File: src/rtl/bp_lite_to_stream_buffered.sv
// Buffered lite-to-stream converter for BedRock-style memory messages.
//
// Whole lite messages ({header, data}) are queued in a buffer_els_p-entry
// FIFO. The head message is serialised into out_data_width_p beats in
// critical-word-first order, the beat address wrapping inside the
// size-aligned window of N beats.
//
// Header layout (LSB first):
//   [3:0]                    msg_type
//   [4 +: paddr_width_p]     addr
//   [4+paddr_width_p +: 3]   size (2^size bytes)
//   above that               lce_id, way_id (passed through)
//
// Ports:
//   clk_i         clock
//   reset_i       synchronous active-high reset
//   mem_i         lite message {header, data}
//   mem_v_i       lite valid
//   mem_ready_o   buffer can accept a message
//   mem_header_o  header with per-beat address
//   mem_data_o    beat data
//   mem_v_o       beat valid
//   mem_ready_i   stream client ready
//   mem_last_o    final beat of the current message
module bp_lite_to_stream_buffered #(
  parameter int unsigned paddr_width_p    = 40,
  parameter int unsigned lce_id_width_p   = 4,
  parameter int unsigned lce_assoc_p      = 8,
  parameter int unsigned in_data_width_p  = 512,
  parameter int unsigned out_data_width_p = 64,
  parameter logic [15:0] payload_mask_p   = '0,
  parameter int unsigned buffer_els_p     = 2,
  localparam int unsigned way_w_lp        = (lce_assoc_p > 1) ? $clog2(lce_assoc_p) : 1,
  localparam int unsigned hdr_w_lp        = 4 + paddr_width_p + 3 + lce_id_width_p + way_w_lp,
  localparam int unsigned in_mem_msg_width_lp = hdr_w_lp + in_data_width_p,
  localparam int unsigned out_mem_msg_header_width_lp = hdr_w_lp
) (
  input  logic                                   clk_i,
  input  logic                                   reset_i,
  input  logic [in_mem_msg_width_lp-1:0]         mem_i,
  input  logic                                   mem_v_i,
  output logic                                   mem_ready_o,
  output logic [out_mem_msg_header_width_lp-1:0] mem_header_o,
  output logic [out_data_width_p-1:0]            mem_data_o,
  output logic                                   mem_v_o,
  input  logic                                   mem_ready_i,
  output logic                                   mem_last_o
);

  localparam int unsigned W        = in_data_width_p / out_data_width_p;
  localparam int unsigned off_w    = $clog2(out_data_width_p / 8);
  localparam int unsigned lg_w     = $clog2(W);
  localparam int unsigned idx_w    = (W > 1) ? $clog2(W) : 1;
  localparam int unsigned ptr_w    = (buffer_els_p > 1) ? $clog2(buffer_els_p) : 1;
  localparam int unsigned addr_lsb = 4;
  localparam int unsigned size_lsb = 4 + paddr_width_p;

  logic [in_mem_msg_width_lp-1:0] buf_q [buffer_els_p];
  logic [ptr_w-1:0]               wr_ptr_q, rd_ptr_q;
  logic [ptr_w:0]                 count_q;
  logic [idx_w-1:0]               cnt_q;

  logic                           full, empty, enq, deq, xfer;
  logic [in_mem_msg_width_lp-1:0] head_msg;
  logic [hdr_w_lp-1:0]            head_hdr;
  logic [in_data_width_p-1:0]     head_data;
  logic [3:0]                     head_type;
  logic [2:0]                     head_size;
  logic [idx_w-1:0]               first, beat_mask, idx_k, sel;
  int unsigned                    lg_n;

  assign full  = (count_q == (ptr_w+1)'(buffer_els_p));
  assign empty = (count_q == '0);

  // Outputs are forced low while reset is held, even if the FIFO still
  // holds a partial burst from before reset.
  assign mem_ready_o = !reset_i && !full;
  assign mem_v_o     = !reset_i && !empty;

  assign enq  = mem_v_i && mem_ready_o;
  assign xfer = mem_v_o && mem_ready_i;
  assign deq  = xfer && mem_last_o;

  assign head_msg  = buf_q[rd_ptr_q];
  assign head_hdr  = head_msg[in_mem_msg_width_lp-1 -: hdr_w_lp];
  assign head_data = head_msg[in_data_width_p-1:0];
  assign head_type = head_hdr[3:0];
  assign head_size = head_hdr[size_lsb +: 3];
  assign first     = head_hdr[addr_lsb+off_w +: idx_w];

  // log2 of the beat count: size beyond one beat, clamped to the block,
  // and a single beat for messages without payload.
  always_comb begin
    lg_n = 0;
    if (32'(head_size) > off_w) lg_n = 32'(head_size) - off_w;
    if (lg_n > lg_w) lg_n = lg_w;
    if (!payload_mask_p[head_type]) lg_n = 0;
    beat_mask = idx_w'((32'd1 << lg_n) - 32'd1);
  end

  assign idx_k      = (first & ~beat_mask) | ((first + cnt_q) & beat_mask);
  assign sel        = idx_k & beat_mask;
  assign mem_last_o = mem_v_o && (cnt_q == beat_mask);

  always_comb begin
    mem_header_o = head_hdr;
    mem_header_o[addr_lsb+off_w +: idx_w] = idx_k;
  end

  assign mem_data_o = head_data[32'(sel)*out_data_width_p +: out_data_width_p];

  always_ff @(posedge clk_i) begin
    if (reset_i) begin
      wr_ptr_q <= '0;
      rd_ptr_q <= '0;
      count_q  <= '0;
      cnt_q    <= '0;
    end else begin
      if (enq) wr_ptr_q <= (wr_ptr_q == ptr_w'(buffer_els_p-1)) ? '0 : wr_ptr_q + ptr_w'(1);
      if (deq) rd_ptr_q <= (rd_ptr_q == ptr_w'(buffer_els_p-1)) ? '0 : rd_ptr_q + ptr_w'(1);
      unique case ({enq, deq})
        2'b10:   count_q <= count_q + (ptr_w+1)'(1);
        2'b01:   count_q <= count_q - (ptr_w+1)'(1);
        default: count_q <= count_q;
      endcase
      if (xfer) cnt_q <= mem_last_o ? '0 : cnt_q + idx_w'(1);
    end
  end

  // Payload storage needs no reset: entries are only read once written.
  always_ff @(posedge clk_i) begin
    if (enq) buf_q[wr_ptr_q] <= mem_i;
  end

`ifndef SYNTHESIS
  if (in_data_width_p % out_data_width_p != 0) begin : g_width_chk
    $error("in_data_width_p must be a multiple of out_data_width_p");
  end

  a_stable: assert property (@(posedge clk_i) disable iff (reset_i)
    (mem_v_o && !mem_ready_i) |=> ($stable(mem_header_o) && $stable(mem_data_o)));
`endif

endmodule

File: config.mk
export PLATFORM = sky130hd
export DESIGN_NAME = bp_lite_to_stream_buffered
export DESIGN_NICKNAME = d
export VERILOG_FILES = /design/src/rtl/bp_lite_to_stream_buffered.sv
export SDC_FILE = /design/constraint.sdc
export NUM_CORES = 1
export LEC_CHECK = 0
export ABC_AREA = 1
export BUFFER_PORTS_ARGS = -buffer_cell sky130_fd_sc_hd__buf_2
export CAP_MARGIN = 30
export CORE_AREA = 3 3 267 269
export CTS_CLUSTER_SIZE = 25
export DETAILED_ROUTE_END_ITERATION = 10
export DIE_AREA = 0 0 270 272
export HOLD_SLACK_MARGIN = 0.15
export PLACE_DENSITY = 0.47
export SETUP_SLACK_MARGIN = 0.1
export SYNTH_ARGS = -nofsm -noshare
export SYNTH_HDL_FRONTEND = slang
export SYNTH_SLANG_ARGS = --single-unit
export TNS_END_PERCENT = 30
File: constraint.sdc
create_clock -name clk_i -period 6.3 [get_ports clk_i]
set_input_delay 0.63 -clock clk_i [delete_from_list [all_inputs] [get_ports clk_i]]
set_output_delay 0.63 -clock clk_i [all_outputs]
set_load 0.1 [all_outputs]
Word level (Yosys, flattened, before mapping)
Memories as Yosys holds them, arrays and structs flattened. A register that Yosys moved wholly into a read port is not among the register bits.
Index checks and enable logic that the tools add are counted.
{"block": "totals", "ff_bits": 7, "inputBits": 570, "rom_bits": 16, "mem_count": 2, "mem_bits_rw": 1132}
{"name": "buf_q", "words": 2, "word_bits": 566, "rd": 1, "rd_ports_with_merged_regs": 1, "write_ports": 1, "line": "58", "text": "logic [in_mem_msg_width_lp-1:0] buf_q [buffer_els_p];"}
{"name": "(no name shown)", "words": 16, "word_bits": 1, "rd": 1, "rd_ports_with_merged_regs": 0, "write_ports": 0, "line": "97", "text": "if (!payload_mask_p[head_type]) lg_n = 0;"}
{"block": "op_classes", "reduce_logical": 11, "order_cmp": 3, "n_bitwise": 5, "n_eq_ne": 4, "addsub": 8, "shift": 2, "mux": 12}
{"operator": "variable part select 512 x 10 -> 64 bit", "count": 1}
{"operator": "2-to-1 mux 32 bit", "count": 3}
{"operator": "> comparator 32 x 2 -> 1 bit, second input constant", "count": 1}
{"operator": "<< shifter 1 x 32 -> 3 bit, first input constant", "count": 1}
{"operator": "bitwise AND 3 bit", "count": 3}
{"operator": "2-to-1 mux 1 bit", "count": 7}
{"operator": "logical AND 1 bit", "count": 6}
{"operator": "< comparator 4 x 5 -> 1 bit, second input constant", "count": 1}
{"operator": "== test 2 bit, second input constant", "count": 2}
{"operator": "case mux 2 bit (2 select lines)", "count": 1}
{"operator": "subtractor 3 x 2 -> 4 bit, second input constant", "count": 1}
{"operator": "adder 3 x 1 -> 3 bit, second input constant", "count": 1}
{"operator": "adder 3 bit", "count": 1}
{"operator": "== test 3 bit", "count": 1}
{"operator": "> comparator 3 x 2 -> 1 bit, second input constant", "count": 1}
{"operator": "zero test 1 bit", "count": 3}
{"operator": "2-to-1 mux 3 bit", "count": 1}
{"operator": "inverter 3 bit", "count": 1}
{"operator": "bitwise OR 3 bit", "count": 1}
{"operator": "subtractor 3 x 1 -> 3 bit, second input constant", "count": 1}
{"operator": "adder 1 bit, second input constant", "count": 2}
{"operator": "adder 2 x 1 -> 2 bit, second input constant", "count": 1}
{"operator": "== test 2 x 1 -> 1 bit, second input constant", "count": 1}
{"operator": "zero test 2 bit", "count": 1}
{"operator": "2 further kinds", "count": 2}

Depth between registers and ports, before layout
{"block": "logic_depth", "word_depth": 12, "depth_mapped": 9}

Least setup slack after synthesis
Ideal clock, no wire load.
{"block": "synth_path", "path_type": "in2reg", "startpoint": "in reset_i", "endpoint": "mem buf_q[0][0] (netlist bit) (enable)", "path_slack_ns": -0.996, "path_stages": 3, "setup_time_ns": 0.597, "path_buffers": 0, "arrival_ns": 6.699, "path_cell_list": "a21oi_2 -> nand2_1 -> nor2_1"}
{"block": "synth_between", "elab_chain_cells": 5}
{"element": "start: declaration", "line": "39", "text": "input logic reset_i,"}
{"element": "zero test 1 bit", "line": "77", "text": "assign mem_ready_o = !reset_i && !full;"}
{"element": "logical AND 1 bit", "line": "77"}
{"element": "logical AND 1 bit", "line": "80", "text": "assign enq = mem_v_i && mem_ready_o;"}
{"element": "2-to-1 mux 1 bit", "line": "132", "text": "if (enq) buf_q[wr_ptr_q] <= mem_i;"}
{"element": "2-to-1 mux 1 bit (not written as such)", "line": "132"}
{"element": "end: declaration", "line": "58"}
No other way between the ends.

==> out/qor.yml <==
floorplan.initialDensity_pct: 13.1
cts_tree: "built"
syn_nets: 1001
final_cell_mix: "buf_2, edfxtp_1, mux2_2"
drv_cap: 0
combPwrFrac_pct: 15.4
place_worst_setup_slack_ns: 3.41
hold_violations: 0
setup_ws_ns: 2.97
yosysSeqAreaShare_pct: 80.5
antenna_found_initial: 28
p_int_mw: 3.12
arrival_ns: 2.70
grt_pass1_vias: 5101
finalMaxSlewViolations: 0
p_seq_share_pct: 42.2
p_sw_mw: 1.29
nNetsFinal: 1267
overflow: 0
path_max_fanout: 48
dieArea_mm2: 0.0734
fillers: 7436
clk_pin_slew_worst_paths_ns: 0.06
synth_seq_cells: 244
hold_buffers: 0
status: "finished clean"
gp_congestion: 0.682
grt_pass1_wl_um: 35700
fp.dieW_um: 270
post_cts_buffers: 0
drt_first_iter_violations: 184
cp-start-kind: "register"
tightest_slew_ns: 1.07
yosysUniqueCellTypes: 20
cp_data_required_time_ns: 5.67
cts_buffers: 31
areaGrowthSynthToFinish_pct: 38.4
wl_per_cell_um: 15.4
root_buffer: "clkbuf_16"
synth_area_leaders: "edfxtp_1, mux2_2, mux2_4"
numClockSinks: 244
layout-drive-gt1-share_pct: 59.1
timing.final.crit_share_pct: 52.8
clock_skew_ns: 0.0117
cts_resized: 0
fmax_mhz: 300
fin_crit_ns: 3.33
synth_top_area_share_pct: 78.7
drcViolationCount: 0
clock_tree.buffer_depth: 3
port_buffers: 242
place_inst: 1592
setup_viol: 0
netlist_area_mm2: 0.00901
drt-pass1-iter-count: 6
final_core_util_pct: 18.1
multi_input_area_mm2: 0.00164
ir_worst_vdd_uv: 241
io_pins: 691
relSlewSlack_pct: 28.4
endpoint_kind: "output port"
syn_avg_cell_area_um2: 21.0
grt_setup_unrepaired: "false"
grt_usage_pct: 6.67
clock_latency_ns: 0.58
fp-row-count: 96
p_leak_nw: 4.36
power_density_mw_per_mm2: 354
cts-htree-levels: 1
tns_ns: 0
syn_inst: 428
avgViaCountPerCell: 2.92
clkPwrFrac_pct: 42.4
switching_share_pct: 29.2
core_mm2: 0.0688
final_common_cell: "buf_2"
yosys_warnings: 0
ant_nets: 0
die_h_um: 272
dp.final_hpwl_um: 17600
seq_area_mm2: 0.00725
vias: 4845
yosysTopAreaCell: "edfxtp_1"
crit_type: "register to output port"
fin_cells: 1659
hold_class: "input port to register"
grt_max_degree: 119
routed_wl_um: 25500
## final timing paths
check | startpoint | to | slack, ns | depth (start not counted)
max | register | mem_data_o[59] | 2.97 | 3
max reg2reg | count_q[0]$_SDFFE_PP0P_ | buf_q[1][60]$_DFFE_PP_ | 3.88 | 5
min reg2reg | cnt_q[0]$_SDFFE_PP0P_ | cnt_q[0]$_SDFFE_PP0P_ | 0.49 | 2
min | mem_i[529] | buf_q[0][529]$_DFFE_PP_ | 0.23 | 1
## power by group through the flow
stage	sequential [mW]	clock (mW)	combinational [mW]
floorplan	1.90	0	0.552
global placement	1.90	0	0.690
CTS	1.86	1.96	0.695
detailed placement	1.90	0	0.693
global route	1.87	2.02	0.710
finish	1.86	1.87	0.680
## flip-flops by register name (all words and copies together), names as in the netlist, named ones only
register and count:
cnt_q 3, wr_ptr_q 1, count_q 2, rd_ptr_q 1, buf_q 236
## cells by family after synthesis
logic type | after synthesis | share of synthesized area, %
muxes | 118 | 15.6
buffers and inverters | 23 | 1.42
AOI/OAI and AO/OA | 6 | 0.389
DFF | 244 | 80.5
and+or+nand+nor | 34 | 1.74
adders and majority gates | 3 | 0.417
## metrics by stage
| step | total power, mW | hold slack, ns | cell area [µm²] |
|---|---|---|---|
| global route | 4.60 | 0.184 | 12400 |
| detailed placement | 2.59 | 0.483 | 11400 |
| CTS | 4.51 | 0.175 | 12400 |
| finish | 4.41 | 0.233 | 12500 |
| floorplan | 2.45 | 0.456 | 9010 |
| global placement | 2.59 | 0.475 | 11400 |
## metal layers
| metal | GRT usage [%] | up-vias | share of wire (%) |
|---|---|---|---|
| met5 | 0 | - | 0.77 |
| met4 | 2.33 | 28 | 3.4 |
| met3 | 4.04 | 70 | 12 |
| met2 | 10.7 | 175 | 46 |
| met1 | 7.23 | 2341 | 38 |
| li1 | - | 2231 | - |
## worst max-delay path: stages (launching register included)
cell	delay [ns]
dfxtp_4	0.57
buf_4	0.67
mux2_2	0.28
buf_2	0.49
## Yosys cell counts
cell type,count
a21oi_1,2
nand3_1,3
nand3_2,1
edfxtp_1,236
o21ai_0,2
inv_1,10
dfxtp_1,8
buf_2,9
buf_6,4
nor3_1,1
nor2_1,9
a21oi_2,1
mux2_4,20
or2_2,1
a31oi_1,1
nand2_1,13
nand4_1,5
mux2_2,98
ha_1,3
nor2_2,1
## area by class of cell
cell class                 count  area share (%)
tap                          931            9.34
clock inverter                20            2.12
multi-input combinational    161            13.2
antenna                       10           0.201
clock buffer                  37            6.64
sequential                   244            58.1
timing repair buffer         246            10.1
inverter                      10           0.341
Power figures use the tool's default switching activity.
